[config.mk]
export PLATFORM = sky130hd
export DESIGN_NAME = ir_nec_transmitter
export DESIGN_NICKNAME = d
export VERILOG_FILES = /design/src/rtl/ir_nec_transmitter.sv
export SDC_FILE = /design/constraint.sdc
export NUM_CORES = 1
export LEC_CHECK = 0
export ABC_AREA = 1
export CAP_MARGIN = 5
export CORE_MARGIN = 3
export CORE_UTILIZATION = 30
export DETAILED_ROUTE_END_ITERATION = 12
export PLACE_DENSITY = 0.46
export RECOVER_POWER = 50
export SLEW_MARGIN = 0
export SYNTH_ARGS = -nofsm -noshare
export SYNTH_HDL_FRONTEND = slang
export SYNTH_SLANG_ARGS = --single-unit
[constraint.sdc]
create_clock -name clk_50 -period 1.8 [get_ports clk_50]
set_input_delay 0.36 -clock clk_50 [delete_from_list [all_inputs] [get_ports clk_50]]
set_output_delay 0.36 -clock clk_50 [all_outputs]
set_load 0.03 [all_outputs]
[src/rtl/ir_nec_transmitter.sv]
// ir_nec_transmitter -- NEC infrared frame transmitter.
//
// Sends one NEC frame per accepted request. The frame is a 9 ms leader mark,
// a 4.5 ms leader space, 32 pulse-distance data bits (LSB first, word
// {~cmd, cmd, ~addr, addr}), a stop mark and a 16-unit inter-frame gap.
// Because the payload always holds 16 ones and 16 zeros, every frame
// (gap included) lasts exactly 137 units.
//
// Parameters:
//   UNIT_CYCLES  - clk_50 cycles per 562.5 us NEC unit
//   CARRIER_HALF - clk_50 cycles per carrier half-period
//
// Ports:
//   clk_50  in   system clock
//   reset   in   synchronous active-high reset (wins over start)
//   start   in   frame request, accepted only while busy = 0
//   addr    in   [7:0] NEC address byte
//   cmd     in   [7:0] NEC command byte
//   busy    out  frame or inter-frame gap in progress
//   done    out  one-cycle pulse in the first idle cycle after a frame
//   ir_env  out  unmodulated mark envelope (1 = mark)
//   ir_tx   out  emitter drive
//
// Build option: IR_CARRIER_EN -- when defined, ir_tx is the envelope gated
// by the 38 kHz carrier; when undefined, ir_tx equals the envelope so it can
// be wired straight into an IR receive path.
module ir_nec_transmitter #(
  parameter int UNIT_CYCLES  = 28125,
  parameter int CARRIER_HALF = 658
) (
  input  logic       clk_50,
  input  logic       reset,
  input  logic       start,
  input  logic [7:0] addr,
  input  logic [7:0] cmd,
  output logic       busy,
  output logic       done,
  output logic       ir_env,
  output logic       ir_tx
);

  localparam int UW = (UNIT_CYCLES > 1) ? $clog2(UNIT_CYCLES) : 1;
  localparam logic [UW-1:0] UNIT_LAST = UW'(UNIT_CYCLES - 1);

  typedef enum logic [2:0] {
    IDLE       = 3'd0,
    LEAD_MARK  = 3'd1,
    LEAD_SPACE = 3'd2,
    BIT_MARK   = 3'd3,
    BIT_SPACE  = 3'd4,
    STOP_MARK  = 3'd5,
    GAP        = 3'd6
  } state_t;

  state_t        state;
  logic [UW-1:0] unit_cnt;
  logic [4:0]    seg_cnt;
  logic [4:0]    bit_idx;
  logic [31:0]   shift;
  logic [4:0]    seg_last;
  logic          seg_end;
  logic          env_nxt;

  // Last unit index of the current segment; a data space is 3 units for a 1.
  always_comb begin
    seg_last = 5'd0;
    case (state)
      LEAD_MARK:  seg_last = 5'd15;
      LEAD_SPACE: seg_last = 5'd7;
      BIT_SPACE:  seg_last = shift[0] ? 5'd2 : 5'd0;
      GAP:        seg_last = 5'd15;
      default:    seg_last = 5'd0;
    endcase
  end

  assign seg_end = (unit_cnt == UNIT_LAST) && (seg_cnt == seg_last);

  // Envelope value for the next cycle; lets ir_env and ir_tx be registered
  // without lagging the state by a cycle.
  always_comb begin
    env_nxt = 1'b0;
    case (state)
      IDLE:       env_nxt = start;
      LEAD_MARK:  env_nxt = ~seg_end;
      LEAD_SPACE: env_nxt = seg_end;
      BIT_MARK:   env_nxt = ~seg_end;
      BIT_SPACE:  env_nxt = seg_end;   // both successors are marks
      STOP_MARK:  env_nxt = ~seg_end;
      GAP:        env_nxt = 1'b0;
      default:    env_nxt = 1'b0;
    endcase
  end

  // Frame sequencer: state, unit/segment/bit counters, shift word, flags.
  always_ff @(posedge clk_50) begin
    if (reset) begin
      state    <= IDLE;
      unit_cnt <= '0;
      seg_cnt  <= 5'd0;
      bit_idx  <= 5'd0;
      shift    <= 32'd0;
      busy     <= 1'b0;
      done     <= 1'b0;
      ir_env   <= 1'b0;
    end else begin
      done   <= 1'b0;
      ir_env <= env_nxt;
      case (state)
        IDLE: begin
          if (start) begin
            state    <= LEAD_MARK;
            busy     <= 1'b1;
            shift    <= {~cmd, cmd, ~addr, addr};
            unit_cnt <= '0;
            seg_cnt  <= 5'd0;
            bit_idx  <= 5'd0;
          end
        end
        default: begin
          if (unit_cnt != UNIT_LAST) begin
            unit_cnt <= unit_cnt + UW'(1);
          end else begin
            unit_cnt <= '0;
            if (!seg_end) begin
              seg_cnt <= seg_cnt + 5'd1;
            end else begin
              seg_cnt <= 5'd0;
              case (state)
                LEAD_MARK:  state <= LEAD_SPACE;
                LEAD_SPACE: state <= BIT_MARK;
                BIT_MARK:   state <= BIT_SPACE;
                BIT_SPACE: begin
                  shift   <= {1'b0, shift[31:1]};
                  bit_idx <= bit_idx + 5'd1;
                  state   <= (bit_idx == 5'd31) ? STOP_MARK : BIT_MARK;
                end
                STOP_MARK:  state <= GAP;
                GAP: begin
                  state <= IDLE;
                  busy  <= 1'b0;
                  done  <= 1'b1;
                end
                default: begin
                  state <= IDLE;
                  busy  <= 1'b0;
                end
              endcase
            end
          end
        end
      endcase
    end
  end

`ifdef IR_CARRIER_EN
  localparam int CW = (CARRIER_HALF > 1) ? $clog2(CARRIER_HALF) : 1;
  localparam logic [CW-1:0] CAR_LAST = CW'(CARRIER_HALF - 1);

  logic [CW-1:0] car_cnt;
  logic          carrier;

  // Carrier phase restarts high on every mark entry and toggles every
  // CARRIER_HALF cycles while the mark lasts; ir_tx is the gated result.
  always_ff @(posedge clk_50) begin
    if (reset) begin
      car_cnt <= '0;
      carrier <= 1'b0;
      ir_tx   <= 1'b0;
    end else if (env_nxt && !ir_env) begin
      car_cnt <= '0;
      carrier <= 1'b1;
      ir_tx   <= 1'b1;
    end else if (env_nxt) begin
      if (car_cnt == CAR_LAST) begin
        car_cnt <= '0;
        carrier <= ~carrier;
        ir_tx   <= ~carrier;
      end else begin
        car_cnt <= car_cnt + CW'(1);
        ir_tx   <= carrier;
      end
    end else begin
      car_cnt <= '0;
      carrier <= 1'b0;
      ir_tx   <= 1'b0;
    end
  end
`else
  // Unmodulated drive: ir_tx mirrors the envelope for wired loopback.
  always_ff @(posedge clk_50) begin
    if (reset) begin
      ir_tx <= 1'b0;
    end else begin
      ir_tx <= env_nxt;
    end
  end
`endif

endmodule
==> reports/metrics.yaml, run 1 <==
setup_slack_ns: 0.0688
mostFrequentLayoutCell: "nand2_1"
vias: 3363
crit_path_start_kind: "flop"
firstDrtPassIters: 4
cp.required_ns: 2.03
yosysSeqAreaShare: 0.375
utilization: 0.411
dp_worst_setup_slack_ns: -0.0538
core_um2: 10900
fin_skew_ns: 0.0113
netlist_instances: 531
syn_area_per_cell_um2: 6.33
grt.total_usage: 0.147
grt_max_degree: 31
grt_pass1_wl_um: 15300
clockBufferDepth: 2
wl_per_cell_um: 12.1
portBuffers: 22
fin_crit_ns: 1.73
die_area_um2: 12500
vdd.ir_drop.worst_uv: 788
synth_area_um2: 3360
syn_to_final_growth_pct: 33.0
rsz0062_at_grt: "yes"
num_rows: 38
leakagePower_uw: 0.00204
die_w_um: 112
vias_per_cell: 4.56
globalplace.congestion: 0.783
cts_sinks: 63
cts.reportedPaths.clkPinSlew_ns: 0.06
hold_viol: 0
layout-drive-gt1-share: 0.176
critPathMaxFanout: 6
synthMuxAreaShare: 0
synth_top_family_by_area: "simple AND/OR/NAND/NOR gates"
n_antenna_cell: 0
yosysWarnings: 0
root_buffer: "clkbuf_8"
start_util: 0.309
power.density_nw_per_um2: 1910
cts_buffers: 9
min_period_over_period: 0.962
ys_ff_latch: 63
die_h_um: 112
finalNetCount: 617
grt_pass1_vias: 3275
synth_simple_gate_area_frac: 0.342
yosysUniqueCellTypes: 27
syn_nets: 555
hp-class: "reg -> reg"
slew_headroom: 0.783
synth_compound_area_frac: 0.121
worstMarginPinSlew_ns: 0.325
io_pins: 23
arrival_ns: 1.96
drc: 0
clock_latency_ns: 0.34
cap_violations: 0
final_cell_mix: "141 x nand2_1, 74 x inv_1, 63 x nor2_1"
crit_path_end_kind: "flop"
crit_type: "reg -> reg"
ant_nets: 0
tritoncts: "yes"
htree_levels: 3
post-dp-hpwl_um: 5940
status: "completed"
gr-total-overflow: 0
setup_viol: 0
wirelength_um: 8910
slew_violations: 0
first_iter_violations: 165
clock.fmax_mhz: 578
synthXorXnorAreaFrac: 0.0104
synth_adder_area_share: 0.0186
antenna_found_initial: 0
[registers in the layout, summed over array words and instances (netlist names)]
register,flops
shift,32
bit_idx,5
ir_tx,1
unit_cnt,15
state,3
seg_cnt,5
done,1
busy,1
[worst paths after layout]
| kind | start | end | slack [ns] | cells after the start |
|---|---|---|---|---|
| worst max-delay path | unit_cnt[0] | shift[23] | 0.07 | 15 |
| worst min-delay path | busy | busy | 0.46 | 2 |
| worst max register to register | unit_cnt[0] | shift[23] | 0.07 | 15 |
| worst min register to register | busy | busy | 0.46 | 2 |
[critical path, cell delays in order (launching register included)]
cell,delay (ns)
dfxtp_2,0.32
inv_2,0.05
ha_1,0.13
nand2_1,0.05
inv_1,0.04
nand2_1,0.06
nor2_2,0.10
nand3_1,0.09
nor2_1,0.11
nand3_2,0.10
nand2_4,0.12
buf_12,0.13
clkbuf_16,0.14
nand4_1,0.07
nand2_1,0.08
nor2_1,0.04
[kinds of logic after synthesis]
kind of cell,count (synthesis)
compound gates,75
xor+xnor,4
fa+ha+maj,5
buf+inv,111
flops,63
simple gates,273
[final cells by class]
class                   instances  area (um^2)
flip-flops and latches         63         1270
repair buffers                 78          747
fillers                      1183         6420
clock buffers                  12          165
inverters                      84          318
clock inverters                 3         65.1
well taps                     140          175
multi-input cells             357         1730
[metal layers]
| metal | GRT usage | share of wire |
|---|---|---|
| met5 | 0 | 0 |
| met3 | 0.0234 | 0.027 |
| met1 | 0.207 | 0.52 |
| met2 | 0.227 | 0.44 |
| met4 | 0.0543 | 0.012 |
[where the power goes]
group | internal (uW) | switching, uW | total (uW) | leakage (uW)
clock network | 885 | 575 | 1460 | 0.000118
registers | 1740 | 182 | 1930 | 0.000517
logic | 2150 | 2990 | 5150 | 0.00141
[per-stage QoR]
| stage | total power [uW] | setup TNS, ns | cell area, um^2 | std cells | hold slack, ns |
|---|---|---|---|---|---|
| finish | 8530 | 0 | 4470 | 737 | 0.464 |
| global route | 9380 | -3.45 | 4470 | 737 | 0.499 |
| CTS | 8000 | 0 | 4290 | 730 | 0.468 |
| detailed placement | 6420 | -1.24 | 4030 | 715 | 0.457 |
| global placement | 6400 | -0.0414 | 4030 | 715 | 0.451 |
| floorplan | 4950 | 0 | 3360 | 531 | 0.437 |
[cell usage after synthesis]
cell	count	area share
a211oi_1	1	0.0022
a21oi_1	22	0.033
a221oi_1	3	0.0078
buf_1	4	0.0045
buf_2	7	0.010
buf_4	4	0.0089
buf_6	1	0.0034
clkbuf_1	11	0.012
dfxtp_1	63	0.38
ha_1	5	0.019
inv_1	76	0.085
inv_2	8	0.0089
nand2_1	149	0.17
nand2_2	2	0.0037
nand3_1	22	0.033
nand3b_1	1	0.0022
nand4_1	30	0.056
nor2_1	66	0.074
nor2_2	1	0.0019
nor2_4	1	0.0034
nor4_1	1	0.0019
o2111a_1	1	0.0034
o21ai_0	43	0.064
o21ai_1	1	0.0015
o21bai_1	2	0.0045
o31ai_1	2	0.0045
xor2_1	4	0.010
[timing repair]
item / CTS / global route
endpoints found under the hold margin: 0 / 0
endpoints found under the setup margin: 41 / 55
pin swaps: 0 / 7
cloned: 0 / 3
setup buffers: 0 / 4
hold buffers: 0 / 0
resized for setup: 6 / 29
No activity file was read; power rests on OpenSTA's default activity.
==> run 2, diff against run 1 <==
- clock period: 1.8 -> 2.14 ns (I/O delays scaled with it)
==> run 2 against run 1 <==
Compared with the run above:
- critical path depth stayed put
- clock skew is 0.0012 ns higher
- maximum frequency is 7.0% lower
- utilization is 4.3 points lower
==> reports/metrics.yaml, run 2 (synthesis gave the netlist of run 1 again) <==
status: "completed"
setup_slack_ns: 0.279
crit_path_start_kind: "flop"
reg_top3: "shift (32), unit_cnt (15)"
gr-total-overflow: 0
globalplace.congestion: 0.817
die_h_um: 112
clockBufferDepth: 2
cts.reportedPaths.clkPinSlew_ns: 0.07
hold_viol: 0
clock_latency_ns: 0.34
vdd.ir_drop.worst_uv: 733
grt_max_degree: 38
cap_violations: 0
syn_to_final_growth_pct: 19.1
start_util: 0.309
wirelength_um: 8210
slew_headroom: 0.493
antenna_found_initial: 0
dp_worst_setup_slack_ns: 0.158
critPathMaxFanout: 37
post_cts_buffers: 0
hp-class: "reg -> reg"
htree_levels: 3
clock.fmax_mhz: 537
crit_chain: "inv_1, ha_1, nand2_1, inv_1, nand2_1, nor2_1, nand3_1, nor2_1, nand3_2, nand2_4, nand3_2, buf_12, nand2_1, nand2_1, nor2_1"
post-dp-hpwl_um: 5540
num_rows: 38
firstDrtPassIters: 4
arrival_ns: 2.14
cpMaxStageDelayCell: "dfxtp_1"
power_uw: 6190
worst-r2r-cell-count: 15
crit_path_end_kind: "flop"
grt_pass1_wl_um: 14200
worstMarginPinSlew_ns: 0.761
crit_path_end: "shift[6]"
setup_viol: 0
crit_type: "reg -> reg"
drc: 0
core_um2: 10900
layout-drive-gt1-share: 0.0823
mostFrequentLayoutCell: "nand2_1"
grt_pass1_vias: 3030
n_antenna_cell: 0
leakagePower_uw: 0.00180
die_area_um2: 12500
fin_crit_ns: 1.86
top_register: "shift"
cp.required_ns: 2.42
cts_buffers: 9
fin_skew_ns: 0.0125
min_period_over_period: 0.870
vias: 3190
tritoncts: "yes"
slew_violations: 0
wl_per_cell_um: 11.7
largest_register_ff_count: 32
grt.total_usage: 0.138
vias_per_cell: 4.56
max_stage_delay_ns: 0.32
critPathLaunch: "unit_cnt[0]"
power.density_nw_per_um2: 1550
portBuffers: 22
final_cell_mix: "148 x nand2_1, 76 x inv_1, 65 x nor2_1"
rr_endpoint: "shift[6]"
die_w_um: 112
root_buffer: "clkbuf_8"
finalNetCount: 578
first_iter_violations: 179
hold_ws_ns: 0.462
rsz0062_at_grt: "no"
rrSetupSlack_ns: 0.28
setup_tns_ns: 0
cts_sinks: 63
reg2reg_from: "unit_cnt[0]"
ant_nets: 0
crit_top_cell: "nand2_1"
io_pins: 23
[run 2: how the worst min path moves through the flow]
stage                    from   endpoint  slack [ns]  cells after the start
floorplan           shift[16]  shift[16]        0.44                      2
global placement         busy       busy        0.45                      2
detailed placement  shift[16]  shift[16]        0.46                      2
CTS                 shift[16]  shift[16]        0.47                      2
global route             busy       busy        0.48                      2
finish                   busy       busy        0.46                      2
[run 2: per-layer routing]
metal	share of wire	wire, um	global-route usage
met1	0.51	4190	0.185
met2	0.44	3570	0.211
met3	0.034	277	0.0348
met4	0.021	174	0.0592
met5	0	0	0
[run 2: report_power, final]
part	total, uW	switching [uW]	internal (uW)
combinational	3390	2240	1150
clock	1180	463	719
sequential	1620	158	1460
total	6190	2860	3330
[run 2: final cells by class]
cell class	instances	area [um^2]
Clock inverter	3	65.1
Sequential cell	63	1260
Inverter	84	315
Timing Repair Buffer	39	354
Multi-Input combinational cell	357	1670
Fill cell	1144	6890
Clock buffer	13	159
Tap cell	140	175
[run 2: critical path: cells and delay by family (launching register included)]
kind,cells,cell delay [ns]
buffers and inverters,3,0.33
AND/OR/NAND/NOR,11,1.01
adder cells (fa/ha/maj),1,0.14
flip-flops,1,0.32
[run 2: through the flow]
step                instance area, um^2  instances   util
finish                             4000        699  0.368
global route                       4000        699  0.368
CTS                                3990        699  0.367
detailed placement                 3770        683  0.346
global placement                   3770        683  0.346
floorplan                          3360        531      -
[run 2: what timing repair did]
item                       in CTS  in global routing
hold endpoints to repair        0                  0
gates resized for setup         0                  4
setup endpoints to repair       0                 44
hold buffers                    0                  0
